===== config.mk =====
export PLATFORM = sky130hd
export DESIGN_NAME = ps2_rx_frame
export DESIGN_NICKNAME = d
export VERILOG_FILES = /design/src/rtl/ps2_rx_frame.sv
export SDC_FILE = /design/constraint.sdc
export NUM_CORES = 1
export LEC_CHECK = 0
export CORE_ASPECT_RATIO = 0.75
export CORE_MARGIN = 8
export CORE_UTILIZATION = 38
export CTS_BUF_LIST = sky130_fd_sc_hd__clkbuf_8
export CTS_CLUSTER_SIZE = 25
export DETAILED_ROUTE_END_ITERATION = 6
export GPL_TIMING_DRIVEN = 0
export PLACE_DENSITY = 0.66
export SYNTH_ARGS = -nofsm -noshare
export SYNTH_HDL_FRONTEND = slang
export SYNTH_SLANG_ARGS = --single-unit

===== constraint.sdc =====
create_clock -name i_clk -period 3.08 [get_ports i_clk]
set_input_delay 0.462 -clock i_clk [delete_from_list [all_inputs] [get_ports i_clk]]
set_output_delay 0.462 -clock i_clk [all_outputs]
set_load 0.03 [all_outputs]

===== src/rtl/ps2_rx_frame.sv =====
// ps2_rx_frame: PS/2 device-to-host frame receiver.
// Synchronises and glitch-filters the PS/2 lines, then deserialises 11-bit
// frames (start, 8 data LSB-first, odd parity, stop). Each good byte is
// presented on o_data with a one-cycle o_valid strobe.
// Optional feature macro: PS2_RX_TIMEOUT_EN. When it is defined, a partial
// frame is aborted with o_frame_err after TIMEOUT_CYCLES cycles without a
// falling edge.
module ps2_rx_frame #(
  parameter int unsigned SYNC_STAGES    = 2,
  parameter int unsigned FILTER_LEN     = 8,
  parameter int unsigned TIMEOUT_CYCLES = 50000
) (
  input  logic       i_clk,
  input  logic       i_rst,
  input  logic       i_ps2_clk,
  input  logic       i_ps2_data,
  output logic [7:0] o_data,
  output logic       o_valid,
  output logic       o_parity_err,
  output logic       o_frame_err,
  output logic       o_busy
);

  localparam int unsigned FILT_W = $clog2(FILTER_LEN + 1);

  // Elaboration-time parameter sanity checks
  if (SYNC_STAGES < 2) begin : g_bad_sync
    $error("ps2_rx_frame: SYNC_STAGES must be at least 2");
  end
  if (FILTER_LEN < 1) begin : g_bad_filter
    $error("ps2_rx_frame: FILTER_LEN must be at least 1");
  end
  if (TIMEOUT_CYCLES < 1) begin : g_bad_timeout
    $error("ps2_rx_frame: TIMEOUT_CYCLES must be at least 1");
  end

  typedef enum logic [1:0] {
    IDLE   = 2'd0,
    DATA   = 2'd1,
    PARITY = 2'd2,
    STOP   = 2'd3
  } state_t;

  logic [SYNC_STAGES-1:0] clk_sync;
  logic [SYNC_STAGES-1:0] dat_sync;
  logic                   clk_s;
  logic                   dat_s;

  logic                   filt_clk;
  logic [FILT_W-1:0]      filt_cnt;
  logic                   fall;

  state_t                 state;
  logic [2:0]             bit_cnt;
  logic [7:0]             shreg;
  logic                   par_bit;

  assign clk_s = clk_sync[SYNC_STAGES-1];
  assign dat_s = dat_sync[SYNC_STAGES-1];

  // Multi-flop synchronisers; both lines idle high
  always_ff @(posedge i_clk) begin
    if (i_rst) begin
      clk_sync <= '1;
      dat_sync <= '1;
    end else begin
      clk_sync <= {clk_sync[SYNC_STAGES-2:0], i_ps2_clk};
      dat_sync <= {dat_sync[SYNC_STAGES-2:0], i_ps2_data};
    end
  end

  // Clock glitch filter: follow the synchronised level only after it has
  // differed for FILTER_LEN consecutive cycles; emit a strobe on 1->0
  always_ff @(posedge i_clk) begin
    if (i_rst) begin
      filt_clk <= 1'b1;
      filt_cnt <= '0;
      fall     <= 1'b0;
    end else begin
      fall <= 1'b0;
      if (clk_s != filt_clk) begin
        if (filt_cnt == FILT_W'(FILTER_LEN - 1)) begin
          filt_clk <= clk_s;
          filt_cnt <= '0;
          fall     <= filt_clk;
        end else begin
          filt_cnt <= filt_cnt + 1'b1;
        end
      end else begin
        filt_cnt <= '0;
      end
    end
  end

`ifdef PS2_RX_TIMEOUT_EN
  localparam int unsigned TO_W = $clog2(TIMEOUT_CYCLES + 1);
  logic [TO_W-1:0] to_cnt;
`endif

  // Frame FSM: deserialise on fall strobes, check and publish on the stop bit
  always_ff @(posedge i_clk) begin
    if (i_rst) begin
      state        <= IDLE;
      bit_cnt      <= '0;
      shreg        <= '0;
      par_bit      <= 1'b0;
      o_data       <= '0;
      o_valid      <= 1'b0;
      o_parity_err <= 1'b0;
      o_frame_err  <= 1'b0;
      o_busy       <= 1'b0;
`ifdef PS2_RX_TIMEOUT_EN
      to_cnt       <= '0;
`endif
    end else begin
      o_valid      <= 1'b0;
      o_parity_err <= 1'b0;
      o_frame_err  <= 1'b0;

      case (state)
        IDLE: begin
          // A high start bit is ignored silently
          if (fall && !dat_s) begin
            state   <= DATA;
            bit_cnt <= '0;
            o_busy  <= 1'b1;
          end
        end
        DATA: begin
          if (fall) begin
            shreg   <= {dat_s, shreg[7:1]};
            bit_cnt <= bit_cnt + 3'd1;
            if (bit_cnt == 3'd7) begin
              state <= PARITY;
            end
          end
        end
        PARITY: begin
          if (fall) begin
            par_bit <= dat_s;
            state   <= STOP;
          end
        end
        STOP: begin
          if (fall) begin
            state  <= IDLE;
            o_busy <= 1'b0;
            if (!dat_s) begin
              o_frame_err <= 1'b1;
            end else if (^{shreg, par_bit} == 1'b0) begin
              o_parity_err <= 1'b1;
            end else begin
              o_data  <= shreg;
              o_valid <= 1'b1;
            end
          end
        end
        default: begin
          state  <= IDLE;
          o_busy <= 1'b0;
        end
      endcase

`ifdef PS2_RX_TIMEOUT_EN
      // Abort a stalled partial frame; never coincides with a fall strobe
      if (state == IDLE || fall) begin
        to_cnt <= '0;
      end else if (to_cnt == TO_W'(TIMEOUT_CYCLES - 1)) begin
        to_cnt      <= '0;
        state       <= IDLE;
        o_busy      <= 1'b0;
        o_frame_err <= 1'b1;
      end else begin
        to_cnt <= to_cnt + 1'b1;
      end
`endif
    end
  end

endmodule

==> impl_results.rst, run 1 <==
.. list-table::
   :header-rows: 1

   * - Metric
     - Value
   * - Result of the run
     - complete, no violations
   * - CP max-delay cell
     - sky130_fd_sc_hd__xnor3_2
   * - CP dominant cell by count
     - sky130_fd_sc_hd__xnor2_1
   * - Kind of cell adding the most delay to the critical path
     - XOR/XNOR gates
   * - Floorplan Core Area
     - 4000 sq um
   * - Number of H-tree levels
     - 2
   * - Gpl congestion
     - 0.730
   * - Sum of negative setup slack
     - 0 ns
   * - Slew Limit Fails
     - 0
   * - Headroom to the max-slew limit
     - 65.2%
   * - Source of the worst hold timing path
     - dat_sync[0]
   * - Horiz. Die Dim
     - 90.3 um
   * - Number of antenna violations at the first check in global routing
     - 0
   * - Detailed Place HPWL
     - 2030 um
   * - Iteration-0 DRC Markers
     - 67
   * - Count of filler cells inserted in the layout
     - 410
   * - Residual DRC count
     - 0
   * - Worst-skew pair later-pin latency
     - 0.28 ns
   * - Total Die Area
     - 6480 sq um
   * - F_max
     - 0.549 GHz
   * - Share of final-layout standard cells stronger than drive strength 1
     - 6.81%
   * - Instance count along the most critical hold path
     - 1
   * - Setup slack at placement
     - 1.19 ns
   * - Hold worst-path end
     - dat_sync[1]
   * - Effective utilization at floorplan
     - 39.3%
   * - Total of flip-flops plus latches after synthesis
     - 36
   * - Cell-by-cell listing of the critical path
     - xnor2_1 > xnor2_1 > xnor3_2 > nor2_8 > mux2i_1
   * - Number of synthesized flops with an enable pin
     - 0
   * - Total standard cell area after synthesis
     - 1570 sq um
   * - Hold/Removal Path Class
     - register to register
   * - Critical path endpoint category
     - register
   * - Critical path required time
     - 3.29 ns
   * - Inserted Clock Buffers
     - 5
   * - Setup slack on the worst flop-to-flop path
     - 1.26 ns
   * - Buffering stage count on the worst path with inverters included
     - 0
   * - Router iterations before antenna repair
     - 4
   * - Finish-stage setup viols
     - 0
   * - Final min period
     - 1.82 ns
   * - Clock tree from TritonCTS
     - done
   * - Async set or reset register ratio after synthesis
     - 0%
   * - Part of the Yosys area used for sequential elements
     - 45.8%
   * - Global-route wire length before repair
     - 5060 um
   * - Row cnt
     - 20
   * - Total power per unit cell area
     - 495 nW/um^2
   * - Setup CP Type
     - register to register
   * - Largest fanout of any net on the critical path
     - 7
   * - Final Hold Fails
     - 0
   * - Tcrit/Tclk final
     - 59.1%
   * - Terminus of the critical flop-to-flop path
     - o_data[4]
   * - CTS Hold Bufs
     - 0
   * - Number of global-route vias before repair
     - 1107
   * - Largest net degree at the start of global routing
     - 11
   * - TritonCTS Sinks
     - 36
   * - Ratio of routed vias to standard cells
     - 4.70
   * - Number of distinct standard cells referenced by the synthesized netlist
     - 33
   * - Slew at the pin with the worst max-slew slack
     - 0.522 ns
   * - Clock root buffer master
     - sky130_fd_sc_hd__clkbuf_8
   * - Net count after synthesis
     - 180
   * - Remaining number of nets flagged by the antenna check after routing
     - 0
   * - Flip-flop cell with the highest count after synthesis
     - sky130_fd_sc_hd__dfxtp_1
   * - Pleak
     - 0.700 nW
   * - Number of I/O port buffers
     - 15
   * - Worst Setup Start Kind
     - register
   * - Number of instances in the synthesized netlist
     - 168
   * - IR drop worst, VDD
     - 0.276 mV
   * - Final setup skew
     - 0.00418 ns
   * - Worst-path clk slew
     - 0.07 ns
   * - Reg2Reg Depth
     - 5
   * - WL per Instance
     - 11.6 um
   * - Remaining global-route overflow
     - 0
   * - Global routing usage summed across all routing layers
     - 9.52%
   * - Top cells by area, synth
     - sky130_fd_sc_hd__dfxtp_1, sky130_fd_sc_hd__ha_1, sky130_fd_sc_hd__mux2i_1
   * - Number of buffers on the longest clock path
     - 2
   * - Setup slack after layout
     - 1.26 ns
   * - Vias
     - 1156
   * - Total length of routed wires
     - 2850 um
   * - Number of top-level pins
     - 16
   * - Total inserted antenna cells
     - 0
   * - Cell taking the most area after synthesis
     - sky130_fd_sc_hd__dfxtp_1
   * - Count of synthesis-stage warnings from yosys
     - 0
   * - Resize count post-CTS
     - 0
   * - Critical Path AT
     - 2.03 ns
   * - Average instance area after synthesis
     - 9.37 sq um
   * - Layout net count
     - 202
   * - Share of the synthesized area in the top cell type
     - 45.8%
   * - Startpoint of the lowest-slack register-to-register path
     - shreg[6]
   * - Vert. Die Dim
     - 71.7 um
   * - Synth-to-layout area growth
     - 19.6%
   * - Setup repair after global routing missed its margin
     - no
   * - Maximum capacitance violations
     - 0
   * - Setup Buffers After CTS
     - 0
   * - Largest stage delay, worst path
     - 0.48 ns
==> layer usage <==
layer / track usage (%) / wire (um) / vias up
li1: - / - / 610
met1: 11.9 / 1480 / 515
met2: 14.2 / 1160 / 26
met3: 4.28 / 176 / 5
met4: 3.31 / 29 / 0
met5: 0 / 0 / -
==> through the flow <==
stage | std cells | power (mW) | hold WS, ns | utilization (%) | instance area, sq um
after floorplan | 168 | 0.577 | 0.383 | - | 1570
after global placement | 238 | 0.606 | 0.387 | 44.8 | 1790
after detailed placement | 238 | 0.608 | 0.409 | 44.8 | 1790
after CTS | 246 | 0.939 | 0.425 | 47.0 | 1880
after global routing | 246 | 0.981 | 0.446 | 47.0 | 1880
final | 246 | 0.932 | 0.419 | 47.0 | 1880
==> flip-flops by register name, indices dropped and copies added, names as in the netlist <==
name          count
fall              1
clk_sync          2
o_valid           1
filt_cnt          4
par_bit           1
filt_clk          1
shreg             8
state             2
o_parity_err      1
bit_cnt           3
o_data            8
o_busy            1
dat_sync          2
o_frame_err       1
==> worst register-to-register path: cells and delay by family (launching register included) <==
family / cells / cell delay (ns)
flops: 1 / 0.40
xor+xnor: 3 / 0.91
simple gates: 1 / 0.20
mux: 1 / 0.23
==> synth_stat cells (2+ instances only) <==
master and count:
sky130_fd_sc_hd__buf_2 2, sky130_fd_sc_hd__nand2_1 17, sky130_fd_sc_hd__inv_1 6, sky130_fd_sc_hd__ha_1 8
sky130_fd_sc_hd__nand3_1 10, sky130_fd_sc_hd__nand2b_1 13, sky130_fd_sc_hd__buf_1 2, sky130_fd_sc_hd__or2_1 4
sky130_fd_sc_hd__nand4_1 2, sky130_fd_sc_hd__o21ai_1 2, sky130_fd_sc_hd__mux2i_1 9, sky130_fd_sc_hd__a21oi_1 14
sky130_fd_sc_hd__nor3_1 4, sky130_fd_sc_hd__nor4b_1 2, sky130_fd_sc_hd__xnor2_1 9, sky130_fd_sc_hd__clkbuf_1 4
sky130_fd_sc_hd__dfxtp_1 36, sky130_fd_sc_hd__nor2_1 9
==> cells in the final DEF, fill, tap and decap left out, drive strengths merged <==
cell / synthesis / routed
and3: 1 / 1
dfxtp: 36 / 36
nor4b: 2 / 2
xnor2: 9 / 9
nand3b: 1 / 1
a211oi: 1 / 1
clkbuf: 4 / 10
nor3b: 1 / 1
a2111oi: 1 / 1
xnor3: 1 / 1
or2: 4 / 4
nor2: 10 / 10
or2b: 1 / 1
inv: 7 / 9
a211o: 1 / 1
nand3: 11 / 11
o221ai: 1 / 1
a31oi: 1 / 1
buf: 4 / 4
nand2b: 13 / 13
nand2: 17 / 17
xor2: 1 / 1
nor3: 4 / 4
mux2i: 9 / 9
nand4: 2 / 2
o21ai: 3 / 3
ha: 8 / 8
a21oi: 14 / 14
clkdlybuf4s50: 0 / 15
==> power by group <==
| part | internal [mW] | switching, mW |
|---|---|---|
| clock | 0.176 | 0.159 |
| sequential | 0.477 | 0.00908 |
| combinational | 0.0432 | 0.0685 |
==> layout make-up <==
cell class	count	area (sq um)	area share [%]
Inverter	7	26.3	1.40
Timing Repair Buffer	15	150	7.97
Multi-Input combinational cell	117	795	42.2
Buffer	8	32.5	1.73
Clock inverter	2	7.51	0.399
Sequential cell	36	721	38.3
Clock buffer	6	82.6	4.39
Tap cell	55	68.8	3.65
==> cells by family (layout without fill, tap and decap cells) <==
logic type / after synthesis / count (layout) / share of synthesized area [%]
and+or+nand+nor: 67 / 67 / 23.4
DFF: 36 / 36 / 45.8
AOI/OAI and AO/OA: 22 / 22 / 7.95
buffers and inverters: 15 / 38 / 3.74
xor gates and xnor gates: 11 / 11 / 7.07
muxes: 9 / 9 / 5.72
adders and majority gates: 8 / 8 / 6.36
==> worst max-delay path by stage <==
stage | startpoint | cells after the start | end
floorplan | shreg[6] | 5 | o_data[0]
global placement | i_rst | 4 | state[1]
detailed placement | i_rst | 4 | bit_cnt[0]
CTS | shreg[6] | 5 | o_data[4]
global route | shreg[6] | 5 | o_data[4]
finish | shreg[6] | 5 | o_data[4]
Power figures use the tool's default switching activity.
==> run 2: changes to the inputs <==
--- a/config.mk
+++ b/config.mk
@@ -12,7 +12,7 @@
 export CTS_CLUSTER_SIZE = 25
 export DETAILED_ROUTE_END_ITERATION = 6
 export GPL_TIMING_DRIVEN = 0
-export PLACE_DENSITY = 0.66
+export PLACE_DENSITY = 0.68
 export SYNTH_ARGS = -nofsm -noshare
 export SYNTH_HDL_FRONTEND = slang
 export SYNTH_SLANG_ARGS = --single-unit
==> constraint.sdc (replaced) <==
create_clock -name i_clk -period 1.5 [get_ports i_clk]
set_input_delay 0.225 -clock i_clk [delete_from_list [all_inputs] [get_ports i_clk]]
set_output_delay 0.225 -clock i_clk [all_outputs]
set_load 0.03 [all_outputs]
==> impl_results.rst, run 2 (synthesized netlist as in run 1, its figures left out) <==
.. list-table::
   :header-rows: 1

   * - Metric
     - Value
   * - Setup slack after layout
     - -0.124 ns (-1.38 ns)
   * - Critical path required time
     - 1.72 ns (-1.57 ns)
   * - Global-route wire length before repair
     - 5130 um (+1.4%)
   * - Critical Path AT
     - 1.84 ns (-0.19 ns)
   * - WL per Instance
     - 11.7 um (+1.2%)
   * - Number of top-level pins
     - 16 (unchanged)
   * - Final min period
     - 1.62 ns (-0.197 ns)
   * - Setup CP Type
     - register to register
   * - Slew at the pin with the worst max-slew slack
     - 0.524 ns (+0.00187 ns)
   * - Total placed instance area
     - 1820 sq um (+1.5%)
   * - Detailed Place HPWL
     - 2030 um (+0.25%)
   * - Number of antenna violations at the first check in global routing
     - 0 (unchanged)
   * - Worst Setup Start Kind
     - register
   * - Most frequent cells in the layout
     - sky130_fd_sc_hd__dfxtp_1, sky130_fd_sc_hd__nand2_1, sky130_fd_sc_hd__a21oi_1
   * - Fraction of power consumed by sequential logic
     - 47.5% (-4.6 points)
   * - Inserted Clock Buffers
     - 5 (unchanged)
   * - Remaining number of nets flagged by the antenna check after routing
     - 0 (unchanged)
   * - Global routing usage summed across all routing layers
     - 9.90% (+0.38 points)
   * - Hold/Removal Path Class
     - register to register
   * - Clock tree from TritonCTS
     - done
   * - Commonest non-fill, non-tap cell in the layout
     - sky130_fd_sc_hd__dfxtp_1
   * - Buffering stage count on the worst path with inverters included
     - 0 (unchanged)
   * - Final Instance Area
     - 2060 sq um (+9.2%)
   * - Regs by FF count
     - o_data (8), shreg (8), filt_cnt (4)
   * - Ratio of routed vias to standard cells
     - 4.71 (+0.24%)
   * - Startpoint of the lowest-slack register-to-register path
     - shreg[5]
   * - Tcrit/Tclk final
     - 108% (+49 points)
   * - Switching share of power
     - 24.9% (-0.47 points)
   * - Capture point of the worst path
     - o_data[4]
   * - Failing checks
     - setup timing
   * - Final Hold Fails
     - 0 (unchanged)
   * - Router iterations before antenna repair
     - 4 (unchanged)
   * - Clock root buffer master
     - sky130_fd_sc_hd__clkbuf_8
   * - Total inserted antenna cells
     - 0 (unchanged)
   * - Final cell utilization of the core
     - 51.3% (+4.3 points)
   * - Vias
     - 1187 (+2.7%)
   * - Reg2Reg Depth
     - 5 (unchanged)
   * - Remaining global-route overflow
     - 0 (unchanged)
   * - Pleak
     - 0.841 nW (+20%)
   * - Total power per unit cell area
     - 1020 nW/um^2 (+110%)
   * - TritonCTS Sinks
     - 36 (unchanged)
   * - Power share of the clock group
     - 40.2% (+4.3 points)
   * - Net load switching power
     - 0.523 mW (+120%)
   * - Largest fanout of any net on the critical path
     - 7 (unchanged)
   * - Total Die Area
     - 6480 sq um (unchanged)
   * - Gpl congestion
     - 0.820 (+12%)
   * - Headroom to the max-slew limit
     - 65.1% (-0.12 points)
   * - Setup slack at placement
     - -0.177 ns (-1.36 ns)
   * - Setup repair after global routing missed its margin
     - yes
   * - Largest stage delay, worst path
     - 0.43 ns (-0.05 ns)
   * - Layout net count
     - 208 (+3.0%)
   * - Kind of cell adding the most delay to the critical path
     - XOR/XNOR gates
   * - Number of I/O port buffers
     - 15 (unchanged)
   * - Worst-path clk slew
     - 0.07 ns (about the same)
   * - Result of the run
     - finished, violations left
   * - Floorplan Core Area
     - 4000 sq um (unchanged)
   * - Number of buffers on the longest clock path
     - 2 (unchanged)
   * - CP max-delay cell
     - sky130_fd_sc_hd__xnor3_2
   * - Total stage count of the critical path
     - 5 (unchanged)
   * - CP dominant cell by count
     - sky130_fd_sc_hd__xnor2_2
   * - PnR Total Power
     - 2.10 mW (+130%)
   * - Final setup skew
     - 0.00470 ns (+0.000524 ns)
   * - Worst-skew pair later-pin latency
     - 0.29 ns (about the same)
   * - Pint
     - 1.58 mW (+130%)
   * - Largest net degree at the start of global routing
     - 13 (+2)
   * - Finish-stage setup viols
     - 8 (+8)
   * - IR drop worst, VDD
     - 0.531 mV (+92%)
   * - Combinational share of power
     - 12.2% (+0.2 points)
   * - Residual DRC count
     - 0 (unchanged)
   * - Cell-by-cell listing of the critical path
     - xnor2_2 > xnor2_2 > xnor3_2 > nor2_8 > mux2i_1
   * - Synth-to-layout area growth
     - 30.6%
   * - Setup slack on the worst flop-to-flop path
     - -0.12 ns (-1.38 ns)
   * - Number of H-tree levels
     - 2 (unchanged)
   * - Iteration-0 DRC Markers
     - 64 (-4.5%)
   * - Slew Limit Fails
     - 0 (unchanged)
   * - Vert. Die Dim
     - 71.7 um (unchanged)
   * - Share of final-layout standard cells stronger than drive strength 1
     - 21.8% (+15 points)
   * - Horiz. Die Dim
     - 90.3 um (unchanged)
   * - Row cnt
     - 20 (unchanged)
   * - Maximum capacitance violations
     - 0 (unchanged)
   * - Number of global-route vias before repair
     - 1144 (+3.3%)
   * - Critical path origin
     - shreg[5]
   * - Terminus of the critical flop-to-flop path
     - o_data[4]
   * - F_max
     - 0.616 GHz (+12%)
   * - Effective utilization at floorplan
     - 39.3% (unchanged)
   * - Critical path endpoint category
     - register
   * - Total length of routed wires
     - 2950 um (+3.6%)
run 2: worst reg2reg max path, stage by stage (launching register included):
cell and delay [ns]:
sky130_fd_sc_hd__dfxtp_4 0.35, sky130_fd_sc_hd__xnor2_2 0.14, sky130_fd_sc_hd__xnor2_2 0.22, sky130_fd_sc_hd__xnor3_2 0.43, sky130_fd_sc_hd__nor2_8 0.20, sky130_fd_sc_hd__mux2i_1 0.21
run 2: power by group through the flow:
| stage | logic [mW] | registers [mW] | clock network (mW) |
|---|---|---|---|
| 3_3_place_gp | 0.229 | 1.02 | 0 |
| 5_1_grt | 0.290 | 1.00 | 0.918 |
| 4_1_cts | 0.243 | 0.993 | 0.868 |
| 2_1_floorplan | 0.162 | 1.03 | 0 |
| 3_5_place_dp | 0.230 | 1.02 | 0 |
| 6_report | 0.257 | 0.998 | 0.845 |
run 2: layer usage:
metal / up-vias / share of wire [%] / global-route usage, %
met1: 535 / 50 / 12.0
met4: 0 / 1.6 / 4.96
met5: - / 0 / 0
met3: 7 / 6.1 / 4.07
met2: 26 / 42 / 14.9
li1: 619 / - / -
run 2: worst min-delay path by stage:
stage	startpoint	cells after the start	endpoint
after floorplan	i_ps2_clk	1	clk_sync[0]
after global placement	clk_sync[0]	1	clk_sync[1]
after detailed placement	clk_sync[0]	1	clk_sync[1]
after CTS	dat_sync[0]	1	dat_sync[1]
after global routing	clk_sync[0]	1	clk_sync[1]
final	dat_sync[0]	1	dat_sync[1]
run 2: what timing repair did:
action,4_1_cts,5_1_grt
endpoints found under the setup margin,20,17
hold buffers,0,0
setup buffers,7,2
resized for setup,22,11
pin swaps,4,2
run 2: per-stage QoR:
stage / hold WS (ns) / TNS (ns) / cells
floorplan: 0.322 / -0.232 / 168
CTS: 0.410 / -0.904 / 252
global placement: 0.386 / -2.35 / 238
finish: 0.406 / -0.863 / 252
global route: 0.423 / -1.58 / 252
detailed placement: 0.393 / -2.69 / 238
run 2: area by class of cell:
type,instances,area (sq um)
Fill cell,389,1950
Clock buffer,5,68.8
Timing Repair Buffer,22,195
Multi-Input combinational cell,117,887
Clock inverter,3,42.5
Tap cell,55,68.8
Buffer,7,28.8
Sequential cell,36,738
Inverter,7,26.3
==> run 3: changes to the inputs <==
--- a/config.mk
+++ b/config.mk
@@ -7,12 +7,12 @@
 export LEC_CHECK = 0
 export CORE_ASPECT_RATIO = 0.75
 export CORE_MARGIN = 8
-export CORE_UTILIZATION = 38
+export CORE_UTILIZATION = 25
 export CTS_BUF_LIST = sky130_fd_sc_hd__clkbuf_8
 export CTS_CLUSTER_SIZE = 25
 export DETAILED_ROUTE_END_ITERATION = 6
 export GPL_TIMING_DRIVEN = 0
-export PLACE_DENSITY = 0.68
+export PLACE_DENSITY = 0.52
 export SYNTH_ARGS = -nofsm -noshare
 export SYNTH_HDL_FRONTEND = slang
 export SYNTH_SLANG_ARGS = --single-unit
==> impl_results.rst, run 3 (synthesized netlist as in run 1, its figures left out) <==
.. list-table::
   :header-rows: 1

   * - Metric
     - Value
   * - Share of final-layout standard cells stronger than drive strength 1
     - 17.5% (-4.3 points)
   * - Largest fanout of any net on the critical path
     - 7 (unchanged)
   * - Largest net degree at the start of global routing
     - 11 (-2)
   * - Tcrit/Tclk final
     - 111% (+2.7 points)
   * - Worst hold-check slack
     - 0.404 ns (-0.00213 ns)
   * - Gpl congestion
     - 0.735 (-10%)
   * - Pint
     - 1.45 mW (-8.2%)
   * - Critical path endpoint category
     - register
   * - Total inserted antenna cells
     - 0 (unchanged)
   * - Setup slack at placement
     - -0.238 ns (-0.0615 ns)
   * - Setup slack after layout
     - -0.165 ns (-0.0406 ns)
   * - Number of top-level pins
     - 16 (unchanged)
   * - Final min period
     - 1.66 ns (+0.0406 ns)
   * - Total power per unit cell area
     - 975 nW/um^2 (-4.5%)
   * - Layout net count
     - 205 (-1.4%)
   * - Final setup skew
     - 0.00964 ns (+0.00494 ns)
   * - Global routing usage summed across all routing layers
     - 7.56% (-2.3 points)
   * - Number of antenna violations at the first check in global routing
     - 0 (unchanged)
   * - Count of filler cells inserted in the layout
     - 645 (+66%)
   * - Inserted Clock Buffers
     - 5 (unchanged)
   * - Iteration-0 DRC Markers
     - 58 (-9.4%)
   * - Headroom to the max-slew limit
     - 66.5% (+1.5 points)
   * - Horiz. Die Dim
     - 108 um (+19%)
   * - Setup CP Type
     - register to register
   * - Result of the run
     - finished, violations left
   * - Detailed Place HPWL
     - 2170 um (+6.7%)
   * - Hold/Removal Path Class
     - register to register
   * - F_max
     - 0.601 GHz (-2.4%)
   * - Final cell utilization of the core
     - 32.5% (-19 points)
   * - Pleak
     - 0.800 nW (-4.8%)
   * - Most frequent cells in the layout
     - sky130_fd_sc_hd__dfxtp_1, sky130_fd_sc_hd__nand2_1, sky130_fd_sc_hd__a21oi_1
   * - Router iterations before antenna repair
     - 4 (unchanged)
   * - Row cnt
     - 25 (+25%)
   * - Synth-to-layout area growth
     - 27.9%
   * - Worst-skew pair later-pin latency
     - 0.29 ns (about the same)
   * - Combinational share of power
     - 13.2% (+1.0 points)
   * - Residual DRC count
     - 0 (unchanged)
   * - Worst-path clk slew
     - 0.07 ns (about the same)
   * - CTS Hold Bufs
     - 0 (unchanged)
   * - Net load switching power
     - 0.517 mW (-1.2%)
   * - Clock root buffer master
     - sky130_fd_sc_hd__clkbuf_8
   * - Clock tree from TritonCTS
     - done
   * - Critical path required time
     - 1.71 ns (about the same)
   * - Finish-stage setup viols
     - 12 (+4)
   * - Maximum capacitance violations
     - 0 (unchanged)
   * - Switching share of power
     - 26.3% (+1.4 points)
   * - Critical Path AT
     - 1.88 ns (+0.04 ns)
   * - Number of H-tree levels
     - 2 (unchanged)
   * - Total Die Area
     - 9120 sq um (+41%)
   * - Remaining number of nets flagged by the antenna check after routing
     - 0 (unchanged)
   * - Setup repair after global routing missed its margin
     - yes
   * - TritonCTS Sinks
     - 36 (unchanged)
   * - Number of I/O port buffers
     - 15 (unchanged)
   * - IR drop worst, VDD
     - 0.330 mV (-38%)
   * - Total length of routed wires
     - 3180 um (+7.9%)
   * - Vert. Die Dim
     - 84.7 um (+18%)
   * - Global-route wire length before repair
     - 5490 um (+7.0%)
   * - WL per Instance
     - 11.6 um (-1.2%)
   * - Slew at the pin with the worst max-slew slack
     - 0.502 ns (-0.0219 ns)
   * - Floorplan Core Area
     - 6190 sq um (+55%)
   * - Slew Limit Fails
     - 0 (unchanged)
   * - Effective utilization at floorplan
     - 25.4% (-14 points)
   * - Power share of the clock group
     - 35.7% (-4.5 points)
   * - Number of buffers on the longest clock path
     - 2 (unchanged)
   * - Ratio of routed vias to standard cells
     - 4.30 (-8.7%)
   * - Final Hold Fails
     - 0 (unchanged)
   * - Vias
     - 1182 (-0.42%)
   * - Fraction of power consumed by sequential logic
     - 51.1% (+3.6 points)
   * - Worst Setup Start Kind
     - register
   * - Commonest non-fill, non-tap cell in the layout
     - sky130_fd_sc_hd__dfxtp_1
   * - Remaining global-route overflow
     - 0 (unchanged)
   * - Failing checks
     - setup timing
   * - Number of global-route vias before repair
     - 1181 (+3.2%)
   * - Regs by FF count
     - o_data (8), shreg (8), filt_cnt (4)
## run 3: layout make-up
type	instances	area (sq um)	area share (%)
multi-input cells	117	858	42.6
flip-flops and latches	36	734	36.5
repair buffers	20	178	8.83
well taps	81	101	5.03
clock buffers	6	82.6	4.10
inverters	7	26.3	1.31
plain buffers	6	25.0	1.24
clock inverters	2	7.51	0.373
## run 3: path summary, 6_finish.rpt
kind	depth (start not counted)	startpoint	slack, ns	endpoint
setup / recovery	5	shreg[2]	-0.16	o_data[3]
hold / removal	1	dat_sync[0]	0.40	dat_sync[1]
setup reg to reg	5	shreg[2]	-0.16	o_data[3]
hold reg to reg	1	dat_sync[0]	0.40	dat_sync[1]
## run 3: repair_timing
action / in CTS / in global routing
buffers inserted: 4 / 1
gates resized for setup: 20 / 5
pin swaps: 5 / 4
setup endpoints to repair: 21 / 19
## run 3: critical path: stages (launching register included)
cell	delay, ns
sky130_fd_sc_hd__dfxtp_2	0.35
sky130_fd_sc_hd__xnor2_2	0.22
sky130_fd_sc_hd__xnor2_2	0.16
sky130_fd_sc_hd__xnor3_2	0.43
sky130_fd_sc_hd__nor2_8	0.23
sky130_fd_sc_hd__mux2i_1	0.20
## run 3: layer usage
metal | part of all wire (%) | vias to the layer above | GRT usage [%]
met4 | 1.6 | 0 | 4.02
met2 | 43 | 18 | 11.3
met5 | 0 | - | 0
met1 | 51 | 544 | 9.05
li1 | - | 613 | -
met3 | 4.7 | 7 | 2.98
## run 3: power groups by stage
stage	clock network [mW]	logic [mW]	registers, mW
after floorplan	0	0.162	1.03
after global placement	0	0.232	1.02
after detailed placement	0	0.237	1.02
after CTS	0.720	0.249	0.994
after global routing	0.768	0.291	1.01
final	0.700	0.259	1.00
## run 3: through the flow
stage | instance area (sq um) | std cells | setup TNS (ns) | power, mW
global route | 2010 | 275 | -2.43 | 2.07
CTS | 1990 | 275 | -1.14 | 1.96
finish | 2010 | 275 | -1.24 | 1.96
detailed placement | 1850 | 264 | -3.53 | 1.26
floorplan | 1600 | 168 | -0.232 | 1.19
global placement | 1850 | 264 | -3.26 | 1.25
